[src/rtl/alu_pipe.sv]
`timescale 1ns/1ps
// alu_pipe: two-stage pipelined Hack-compatible ALU with a valid/ready handshake,
// carry/overflow flags and an accumulator mode that feeds the last result back as x.
module alu_pipe #(
  parameter int WIDTH = 16
) (
  input  logic             clk,
  input  logic             rst_n,
  input  logic             in_valid,
  output logic             in_ready,
  input  logic [WIDTH-1:0] x,
  input  logic [WIDTH-1:0] y,
  input  logic [5:0]       ctrl,
  input  logic             use_acc,
  output logic             out_valid,
  input  logic             out_ready,
  output logic [WIDTH-1:0] out,
  output logic             zr,
  output logic             ng,
  output logic             cr,
  output logic             ov
);
  localparam int MSB = WIDTH - 1;

  logic zx, nx, zy, ny, f_op, no_op;
  assign {zx, nx, zy, ny, f_op, no_op} = ctrl;

  logic             s1_valid_reg;
  logic [WIDTH-1:0] xa_reg, ya_reg;
  logic             f_reg, no_reg;

  logic             out_valid_reg;
  logic [WIDTH-1:0] out_reg;
  logic             zr_reg, ng_reg, cr_reg, ov_reg;
  logic [WIDTH-1:0] acc_reg;

  logic             s2_free, s1_adv, accept;
  logic [WIDTH-1:0] xs, xa_next, ya_next;

  assign xs = use_acc ? acc_reg : x;

  // Operand preconditioning: zero then optionally invert, one bit at a time.
  genvar gi;
  generate
    for (gi = 0; gi < WIDTH; gi++) begin : g_pre
      assign xa_next[gi] = (xs[gi] & ~zx) ^ nx;
      assign ya_next[gi] = (y[gi]  & ~zy) ^ ny;
    end
  endgenerate

  // Stage 2 is free if empty or being drained this cycle; an accumulator op
  // waits until stage 1 is empty so acc already holds the previous result.
  assign s2_free  = !out_valid_reg || out_ready;
  assign s1_adv   = s1_valid_reg && s2_free;
  assign in_ready = (!s1_valid_reg || s2_free) && !(use_acc && s1_valid_reg);
  assign accept   = in_valid && in_ready;

  logic [WIDTH:0]   sum_full;
  logic [WIDTH-1:0] r_next, out_next;
  logic             cr_next, ov_next;

  always_comb begin
    sum_full = {1'b0, xa_reg} + {1'b0, ya_reg};
    r_next   = f_reg ? sum_full[MSB:0] : (xa_reg & ya_reg);
    out_next = no_reg ? ~r_next : r_next;
    cr_next  = f_reg & sum_full[WIDTH];
    ov_next  = f_reg & (xa_reg[MSB] == ya_reg[MSB]) & (sum_full[MSB] != xa_reg[MSB]);
  end

  always_ff @(posedge clk or negedge rst_n) begin
    if (!rst_n) begin
      s1_valid_reg <= 1'b0;
      xa_reg       <= '0;
      ya_reg       <= '0;
      f_reg        <= 1'b0;
      no_reg       <= 1'b0;
    end else begin
      if (accept) begin
        s1_valid_reg <= 1'b1;
        xa_reg       <= xa_next;
        ya_reg       <= ya_next;
        f_reg        <= f_op;
        no_reg       <= no_op;
      end else if (s1_adv) begin
        s1_valid_reg <= 1'b0;
      end
    end
  end

  always_ff @(posedge clk or negedge rst_n) begin
    if (!rst_n) begin
      out_valid_reg <= 1'b0;
      out_reg       <= '0;
      zr_reg        <= 1'b1;
      ng_reg        <= 1'b0;
      cr_reg        <= 1'b0;
      ov_reg        <= 1'b0;
      acc_reg       <= '0;
    end else begin
      if (s1_adv) begin
        out_valid_reg <= 1'b1;
        out_reg       <= out_next;
        zr_reg        <= (out_next == '0);
        ng_reg        <= out_next[MSB];
        cr_reg        <= cr_next;
        ov_reg        <= ov_next;
        acc_reg       <= out_next;
      end else if (out_ready) begin
        out_valid_reg <= 1'b0;
      end
    end
  end

  assign out_valid = out_valid_reg;
  assign out       = out_reg;
  assign zr        = zr_reg;
  assign ng        = ng_reg;
  assign cr        = cr_reg;
  assign ov        = ov_reg;

endmodule

[config.mk]
export PLATFORM = sky130hd
export DESIGN_NAME = alu_pipe
export DESIGN_NICKNAME = d
export VERILOG_FILES = /design/src/rtl/alu_pipe.sv
export SDC_FILE = /design/constraint.sdc
export NUM_CORES = 1
export LEC_CHECK = 0
export CORE_ASPECT_RATIO = 0.5
export CORE_MARGIN = 5
export CORE_UTILIZATION = 40
export DETAILED_ROUTE_END_ITERATION = 12
export PLACE_DENSITY = 0.68
export SLEW_MARGIN = 25
export SYNTH_ARGS = -nofsm -noshare
export SYNTH_HDL_FRONTEND = slang
export SYNTH_SLANG_ARGS = --single-unit
[constraint.sdc]
create_clock -name clk -period 7.85 [get_ports clk]
set_input_delay 1.57 -clock clk [delete_from_list [all_inputs] [get_ports clk]]
set_output_delay 1.57 -clock clk [all_outputs]
set_load 0.005 [all_outputs]
# After elaboration in Yosys (flattened, before gate mapping)
# Cells that the tools add are included.
# totals
ff_bits,56
input_bits,43
out_inout_bits,22
# op_classes
n_addsub,1
eq_ne,2
mux,7
bitwise,71
reduce_logical,12
# ops
op,n
$mux 16,3
$and 1x1->1,35
$xor 1x1->1,32
$add 16x16->17,1
$and 16x16->16,1
$logic_not 16->1,1
$not 16->16,1
$logic_and 1x1->1,4
$mux 1,4
$reduce_bool 2->1,2
$logic_not 1->1,3
$logic_or 1x1->1,2
$not 1->1,2
$eq 1x1->1,1
$ne 1x1->1,1

# Logic depth before layout (Yosys ltp)
# Gate-level depths: netlist of the first run.
# depth
word_depth,6
mapped_depth,10
depth_no_buf,10

# Worst setup path after synthesis of the first run
# No wires, ideal clock.
# synth_path
path_kind,input to output
start,input use_acc
end,output in_ready
arrival_time_ns,2.082
slack_ns,4.198
path_stages,2
path_buffers,1
path_cell_list,clkbuf_1 > o21ai_0
# synth_between
elab_chain_cells,3
# synth_lines
item,line,rtl
"start, declared",14,"input logic use_acc,"
$logic_and 1x1->1,55,assign in_ready = (!s1_valid_reg || s2_free) && !(use_acc && s1_valid_reg);
$logic_not 1->1,55,
$logic_and 1x1->1,55,
"end, declared",10,"output logic in_ready,"
# Every way passes these cells.

# Final worst setup path of the first run
# Ends and elaborated chain as after synthesis.

==> results.ini, run 1 <==
[route]
drt_iter0_drc = 161
dr.pass1.iters = 4
met2_length_mm = 3.458
via_per_inst = 4.936
drc = 0
highest_layer = met4
ant_nets = 0
met1Wirelength_mm = 5.176
wl_met3_um = 549
routed_wl_mm = 9.251
dr_total_vias = 3031
wire_per_inst_um = 15.07

[clock_tree]
clock_path_buffers = 2
cts_resized = 0
cts_max_level = 2
post_cts.repair.setup_buffers = 0
clkSinkCount = 55
clockRootBuffer = clkbuf_16
path_clk_slew_ps = 70
tritoncts = yes
cts_hold_buffers = 0
worst_skew_pair.late_latency_ps = 300
cts_buffers = 5

[synthesis]
synth_top_area_cell = dfrtp_1
ys_top_cells_by_area = dfrtp_1, xnor2_1, mux2i_1, o21ai_0, nand2_1
synth.distinct_cells = 62
ys_seq_area_share_pct = 35.62
ys_ff_latch = 55
yosys.cell_count.top_type = nand2_1
synth-edff-count = 0
ys.flop_type = dfrtp_1
netlist.area_leader.share_pct = 34.94
ys_top_cells_by_count = nand2_1, dfrtp_1, o21ai_0, xnor2_1, nor2_1
syn_nets = 492
synth_cells = 432
yosysWarnings = 0
async_reset_ff_share_pct = 100.0
synth.cell_area_sq_um = 3867
postSynthAreaPerCell_sq_um = 8.952

[sta]
timing.final.crit_share_pct = 60.08
fin_setup_tns_ps = 0
rsz0062_at_grt = false
relSlewSlack_pct = 31.88
fin_worst_skew_ps = 3.274
tightestPinTransition_ps = 1022
setup_violations = 0
post-route-min-period_ps = 4716
hold_viol_final = 0
drv_slew = 0
fmax_ghz = 0.2120

[cells_and_area]
drive_gt1_share_pct = 6.263
fillCellCount = 919
area_growth_pct = 22.16
stdcell_count = 614
diodes = 0
final_nets = 538

[setup_path]
slowest_stage = clkdlybuf4s50_1
cp-start-kind = primary input
path_common_cell = clkdlybuf4s50_1
critPathMaxFanout = 17
reg2regPathDepth = 10
crit_type = primary input to primary output
cp.required_ps = 6280
path_cells = clkdlybuf4s50_1, buf_4, o21ai_0, clkdlybuf4s50_1
endpoint_kind = primary output
cp.arrival_ps = 3150
slowest_delay_ps = 580

[pwr]
pwr-share-seq_pct = 32.5
clock_power_share_pct = 16.0
power_density_nw_per_um2 = 295.0
pwr-share-comb_pct = 51.6
p_int_w = 0.0008394
p_sw_share_pct = 39.76
p_sw_w = 0.0005541
power.leakage_nw = 1.967
vdd_drop_max_mv = 0.1110

[global_route]
grt_pass1_vias = 2970
overflow = 0
globalRouteTotalUtil_pct = 16.08
grt_pass1_wl_mm = 15.37
grt_max_degree = 68
antenna_found_initial = 0

[die]
die_w_um = 149.1
pin_count = 65
die_area_sq_um = 11850
coreArea_sq_um = 9447
start_util_pct = 40.94
rows = 25
die_h_um = 79.53

[placement]
numPortBuffers = 64
dp.cells = 606
hpwl_mm = 7.026
place_congestion = 0.8536

[run_status]
status = finished clean

[min_path]
hp-class = flop to flop
holdPathStages = 2

[job]
drv_cap = 0

==> cell usage in the layout, fill, tap and decap left out, types with 5 or more instances in the layout <==
cell type and instances:
xnor2_1 40, mux2_2 6, xor2_1 14, a21o_1 5, a21oi_1 18, o21ai_0 47
clkbuf_16 5, nor2_1 25, nor2b_1 21, clkdlybuf4s50_1 63, mux2i_1 24, ha_1 16
nand2_1 61, dfrtp_1 54
==> metrics by stage <==
stage	power, W	hold slack [ps]	cell area [sq um]	setup slack, ps	util [%]
finish	0.001394	486.6	4725	3134	50.01
CTS	0.001398	490.3	4720	3240	49.96
global route	0.001504	517.9	4725	3069	50.01
detailed placement	0.001174	480.0	4574	3251	48.42
floorplan	0.0009245	453.8	3867	4198	-
global placement	0.001156	468.3	4574	3246	48.42
==> cell families after synthesis <==
| family | after synthesis | synth area share (%) |
|---|---|---|
| xor+xnor | 54 | 12.23 |
| buf+inv | 29 | 3.267 |
| flops | 55 | 35.62 |
| compound gates | 104 | 16.69 |
| mux | 31 | 8.250 |
| fa+ha+maj | 17 | 5.694 |
| simple gates | 142 | 18.25 |
==> power by group through the flow <==
stage | clock, W | sequential [W] | combinational, W
after global routing | 0.000238 | 0.000466 | 0.000800
after CTS | 0.000225 | 0.000452 | 0.000721
after floorplan | 0 | 0.000431 | 0.000493
after global placement | 0 | 0.000455 | 0.000702
final | 0.000222 | 0.000452 | 0.000719
after detailed placement | 0 | 0.000458 | 0.000716
==> critical path, delay by kind of cell <==
| family | cells | cell delay (ps) |
|---|---|---|
| buf+inv | 3 | 1200 |
| compound gates | 1 | 370 |
==> worst paths after layout <==
kind	from	endpoint	slack (ps)
max	use_acc	in_ready	3130
min	zr$_DFFE_PN1P_	zr$_DFFE_PN1P_	490
max reg2reg	xa_reg[0]$_DFFE_PN0P_	zr$_DFFE_PN1P_	4390
min reg2reg	zr$_DFFE_PN1P_	zr$_DFFE_PN1P_	490
max in group asynchronous	rst_n	xa_reg[8]$_DFFE_PN0P_	5990
min in group asynchronous	rst_n	ya_reg[0]$_DFFE_PN0P_	1400
==> layout make-up <==
type                    count  area, sq um  share of cell area [%]
repair buffers             67        658.1                   13.93
clock buffers               5        125.1                   2.648
clock inverters             3        20.02                  0.4237
flip-flops and latches     55         1378                   29.16
inverters                   1        3.754                 0.07945
well taps                 135        168.9                   3.575
multi-input cells         348         2371                   50.19
==> per-layer routing <==
layer | track usage (%) | up-vias
met4 | 3.470 | 0
met2 | 21.86 | 62
met5 | 0 | -
met1 | 25.76 | 1360
li1 | - | 1602
met3 | 3.063 | 7
Note: power is estimated with default switching activity, not from simulation.
==> run 2: changes to the inputs <==
--- a/config.mk
+++ b/config.mk
@@ -9,7 +9,7 @@
 export CORE_MARGIN = 5
 export CORE_UTILIZATION = 40
 export DETAILED_ROUTE_END_ITERATION = 12
-export PLACE_DENSITY = 0.68
+export PLACE_DENSITY = 0.7
 export SLEW_MARGIN = 25
 export SYNTH_ARGS = -nofsm -noshare
 export SYNTH_HDL_FRONTEND = slang
==> constraint.sdc (replaced) <==
create_clock -name clk -period 3.95 [get_ports clk]
set_input_delay 0.79 -clock clk [delete_from_list [all_inputs] [get_ports clk]]
set_output_delay 0.79 -clock clk [all_outputs]
set_load 0.005 [all_outputs]
==> results.ini, run 2 (synthesis results as in run 1) <==
[run_status]
status = finished clean

[pwr]
power_density_nw_per_um2 = 585.3
total_power_w = 0.002771
vdd_drop_max_mv = 0.1837
pwr-share-seq_pct = 32.3
p_sw_w = 0.001096
clock_power_share_pct = 15.7
p_int_w = 0.001675
p_sw_share_pct = 39.54
power.leakage_nw = 1.980
pwr-share-comb_pct = 52.0

[sta]
relSlewSlack_pct = 37.17
setup_violations = 0
fmax_ghz = 0.3019
fin_worst_skew_ps = 3.432
rsz0062_at_grt = false
hold_viol_final = 0
post-route-min-period_ps = 3313
timing.final.crit_share_pct = 83.86
drv_slew = 0
hold_ws_ps = 493.1
tightestPinTransition_ps = 939.5
fin_setup_tns_ps = 0

[job]
drv_cap = 0

[die]
pin_count = 65
start_util_pct = 40.94
coreArea_sq_um = 9447
die_w_um = 149.1
die_area_sq_um = 11850
die_h_um = 79.53
rows = 25

[setup_path]
crit_type = flop to flop
slowest_stage = or4_1
path_cells = ha_1, fa_1, a211oi_2, o211ai_2, a21oi_1, a22o_1, or3b_2, mux2_2, or4_1, o31ai_2
critPathMaxFanout = 5
endpoint_kind = flop
cp-start-kind = flop
slowest_delay_ps = 480
cp.arrival_ps = 3520
cp.required_ps = 4160

[placement]
place_congestion = 0.9197
numPortBuffers = 64
hpwl_mm = 7.325
place_area_sq_um = 4597

[global_route]
globalRouteTotalUtil_pct = 16.81
grt_max_degree = 39
overflow = 0
grt_pass1_vias = 2966
antenna_found_initial = 0
grt_pass1_wl_mm = 15.81

[cells_and_area]
final_area_sq_um = 4735
layout_common_cells = clkdlybuf4s50_1, nand2_1, dfrtp_1, o21ai_0, xnor2_1
diodes = 0
final_nets = 541
drive_gt1_share_pct = 6.432
area_growth_pct = 22.42
final_common_cell = clkdlybuf4s50_1

[clock_tree]
path_clk_slew_ps = 70
clkSinkCount = 55
worst_skew_pair.late_latency_ps = 290
clock_path_buffers = 2
cts_hold_buffers = 0
cts_max_level = 2
tritoncts = yes
cts_buffers = 5
cts_resized = 0
clockRootBuffer = clkbuf_16
post_cts.repair.setup_buffers = 0

[route]
ant_nets = 0
drc = 0
dr_total_vias = 3128
dr.pass1.iters = 4
via_per_inst = 5.070
routed_wl_mm = 9.463
drt_iter0_drc = 168
wire_per_inst_um = 15.34

[min_path]
hp-class = flop to flop

-- run 2: cell types whose count changed in the layout (fill, tap and decap cells not counted) --
cell        before  now
nand2_4          1    0
buf_4            3    6
nand2_2          1    2
clkinvlp_4       2    0
clkbuf_1         0    2
-- run 2: path summary, 6_finish.rpt --
check	from	depth (start not counted)	end	slack, ps
max	ya_reg[0]$_DFFE_PN0P_	10	zr$_DFFE_PN1P_	640
max in group asynchronous	rst_n	2	zr$_DFFE_PN1P_	2500
min in group asynchronous	rst_n	1	ya_reg[2]$_DFFE_PN0P_	610
min	ya_reg[2]$_DFFE_PN0P_	2	ya_reg[2]$_DFFE_PN0P_	490
max reg2reg	ya_reg[0]$_DFFE_PN0P_	10	zr$_DFFE_PN1P_	640
min reg2reg	ya_reg[2]$_DFFE_PN0P_	2	ya_reg[2]$_DFFE_PN0P_	490
-- run 2: power groups by stage --
stage / registers (W) / clock network, W / logic (W)
2_1_floorplan: 0.000857 / 0 / 0.000981
3_3_place_gp: 0.000897 / 0 / 0.00141
3_5_place_dp: 0.000904 / 0 / 0.00144
4_1_cts: 0.000894 / 0.000444 / 0.00144
5_1_grt: 0.000923 / 0.000466 / 0.00161
6_report: 0.000894 / 0.000435 / 0.00144
-- run 2: worst max-delay path, delay by kind of cell, from the launching register on --
kind / cells / cell delay (ps)
compound gates: 5 / 950
simple gates: 2 / 920
fa+ha+maj: 2 / 690
flops: 1 / 390
mux: 1 / 260
-- run 2: layer usage --
metal  wire [um]  global-route usage (%)
met5           0                       0
met4          78                   3.562
met3         569                   3.176
met2        3598                   22.22
met1        5216                   27.51
-- run 2: through the flow --
| stage | worst slack (ps) | cells | util [%] |
|---|---|---|---|
| final | 637.3 | 617 | 50.12 |
| after global placement | 706.0 | 609 | 48.66 |
| after global routing | 481.6 | 617 | 50.12 |
| after floorplan | 815.1 | 432 | - |
| after CTS | 631.8 | 617 | 50.12 |
| after detailed placement | 676.3 | 609 | 48.66 |
-- run 2: cell type report --
type	instances	area, sq um
inverter	1	3.754
tap	135	168.9
sequential	55	1378
clock buffer	7	132.6
timing repair buffer	70	680.7
fill	909	4712
multi-input combinational	348	2366
clock inverter	1	5.005
==> run 3: changes to the inputs <==
==> constraint.sdc (replaced) <==
create_clock -name clk -period 2.8 [get_ports clk]
set_input_delay 0.56 -clock clk [delete_from_list [all_inputs] [get_ports clk]]
set_output_delay 0.56 -clock clk [all_outputs]
set_load 0.005 [all_outputs]
==> results.ini, run 3 (synthesis results as in run 1) <==
[pwr]
power_density_nw_per_um2 = 863.4
pwr-share-seq_pct = 27.9
pwr-share-comb_pct = 56.0
p_sw_w = 0.001666
p_sw_share_pct = 36.79
p_int_w = 0.002863
clock_power_share_pct = 16.1
vdd_drop_max_mv = 0.3559
power.leakage_nw = 2.268

[setup_path]
critPathMaxFanout = 3
slowest_stage = or4_4
crit_path_start = xa_reg[0]$_DFFE_PN0P_
slowest_delay_ps = 480
cp.required_ps = 3010
r2r-end = zr$_DFFE_PN1P_
cp-start-kind = flop
r2r_start = xa_reg[0]$_DFFE_PN0P_
endpoint_kind = flop
cp.arrival_ps = 3220
path_cells = ha_2, fa_2, a211oi_4, o211ai_2, a21o_1, a22o_1, buf_4, nand4bb_1, mux2_2, or4_4, o31ai_2
critPathCapture = zr$_DFFE_PN1P_
crit_type = flop to flop
reg2regPathDepth = 11
worst-r2r-setup-slack_ps = -210

[global_route]
grt_max_degree = 34
grtUsageMet2_pct = 23.34
antenna_found_initial = 0
use_met3_pct = 2.779
grtUsageMet1_pct = 28.17
grt_pass1_wl_mm = 16.38
grt-busiest-layer = met1
globalRouteTotalUtil_pct = 17.11
grt_pass1_vias = 3121
overflow = 0

[clock_tree]
clockRootBuffer = clkbuf_16
clkSinkCount = 55
worst_skew_pair.late_latency_ps = 290
clock_path_buffers = 2
cts_hold_buffers = 0
tritoncts = yes
cts_max_level = 2
cts_buffers = 5
path_clk_slew_ps = 70

[cells_and_area]
postLayoutCoreUtil_pct = 55.54
diodes = 0
final_nets = 591
layout_common_cells = clkdlybuf4s50_1, nand2_1, dfrtp_1, buf_4, o21ai_0
fillCellCount = 868
drive_gt1_share_pct = 17.48
final_area_sq_um = 5246
area_growth_pct = 35.65
final_common_cell = clkdlybuf4s50_1

[sta]
hold_viol_final = 0
post-route-min-period_ps = 3009
setup_slack_ps = -209.3
timing.final.crit_share_pct = 107.5
relSlewSlack_pct = 53.89
setup_violations = 2
rsz0062_at_grt = true
tightestPinTransition_ps = 683.0
drv_slew = 0
fmax_ghz = 0.3323
fin_worst_skew_ps = 5.470

[route]
dr_total_vias = 3306
via_per_inst = 4.957
wire_per_inst_um = 14.79
dr.pass1.iters = 5
routed_wl_mm = 9.866
drt_iter0_drc = 213
drc = 0
ant_nets = 0

[min_path]
hp-class = primary input to asynchronous set/reset pin

[die]
rows = 25
pin_count = 65
die_w_um = 149.1
die_h_um = 79.53
start_util_pct = 40.94
die_area_sq_um = 11850
coreArea_sq_um = 9447

[placement]
numPortBuffers = 64
hpwl_mm = 7.644
place_area_sq_um = 4926
post-place-ws_ps = -323.4
place_congestion = 0.8714

[job]
drv_cap = 0

[run_status]
violations = setup timing
status = complete, but fails checks

## run 3: how the worst min path moves through the flow
stage	from	endpoint	slack, ps	depth (start not counted)
after floorplan	rst_n	cr$_DFFE_PN0P_	260	0
after global placement	cr$_DFFE_PN0P_	cr$_DFFE_PN0P_	470	2
after detailed placement	cr$_DFFE_PN0P_	cr$_DFFE_PN0P_	470	2
after CTS	rst_n	ya_reg[3]$_DFFE_PN0P_	300	1
after global routing	rst_n	ya_reg[2]$_DFFE_PN0P_	320	1
final	rst_n	ya_reg[3]$_DFFE_PN0P_	270	1
## run 3: critical path, delay by kind of cell, from the launching register on
family	cells	cell delay, ps
AO/OA/AOI/OAI	5	900
AND/OR/NAND/NOR	2	650
adder cells (fa/ha/maj)	2	580
flip-flops	1	390
multiplexers	1	280
buffers and inverters	1	130
## run 3: metal layers
layer  up-vias  wire, um  part of all wire [%]
li1       1704         -                     -
met4         0        41                  0.42
met1      1519      5449                    55
met3         2       528                   5.4
met2        81      3846                    39
met5         -         0                     0
## run 3: final cells by class
| type | instances | area, sq um | area share [%] |
|---|---|---|---|
| timing repair buffer | 120 | 1085 | 20.68 |
| clock inverter | 2 | 35.03 | 0.6678 |
| inverter | 1 | 3.754 | 0.07155 |
| multi-input combinational | 348 | 2437 | 46.46 |
| sequential | 55 | 1378 | 26.26 |
| clock buffer | 6 | 138.9 | 2.647 |
| tap | 135 | 168.9 | 3.220 |
## run 3: through the flow
stage / TNS [ps] / std cells / total power, W / hold slack (ps)
after global routing: -487.2 / 667 / 0.004873 / 317.2
after floorplan: -218.6 / 432 / 0.002603 / 264.4
final: -247.9 / 667 / 0.004530 / 274.1
after global placement: -285.3 / 648 / 0.003586 / 468.9
after CTS: -280.6 / 661 / 0.004424 / 296.1
after detailed placement: -398.0 / 648 / 0.003624 / 471.3
## run 3: power groups by stage
stage,logic [W],clock network (W),registers (W)
floorplan,0.00139,0,0.00121
detailed placement,0.00235,0,0.00127
global placement,0.00232,0,0.00126
global route,0.00280,0.000774,0.00130
finish,0.00254,0.000729,0.00126
CTS,0.00243,0.000738,0.00126
## run 3: repair_timing
item / CTS / global route
gates resized for setup: 2 / 9
pin swaps: 12 / 11
buffers inserted: 5 / 7
setup endpoints to repair: 2 / 4
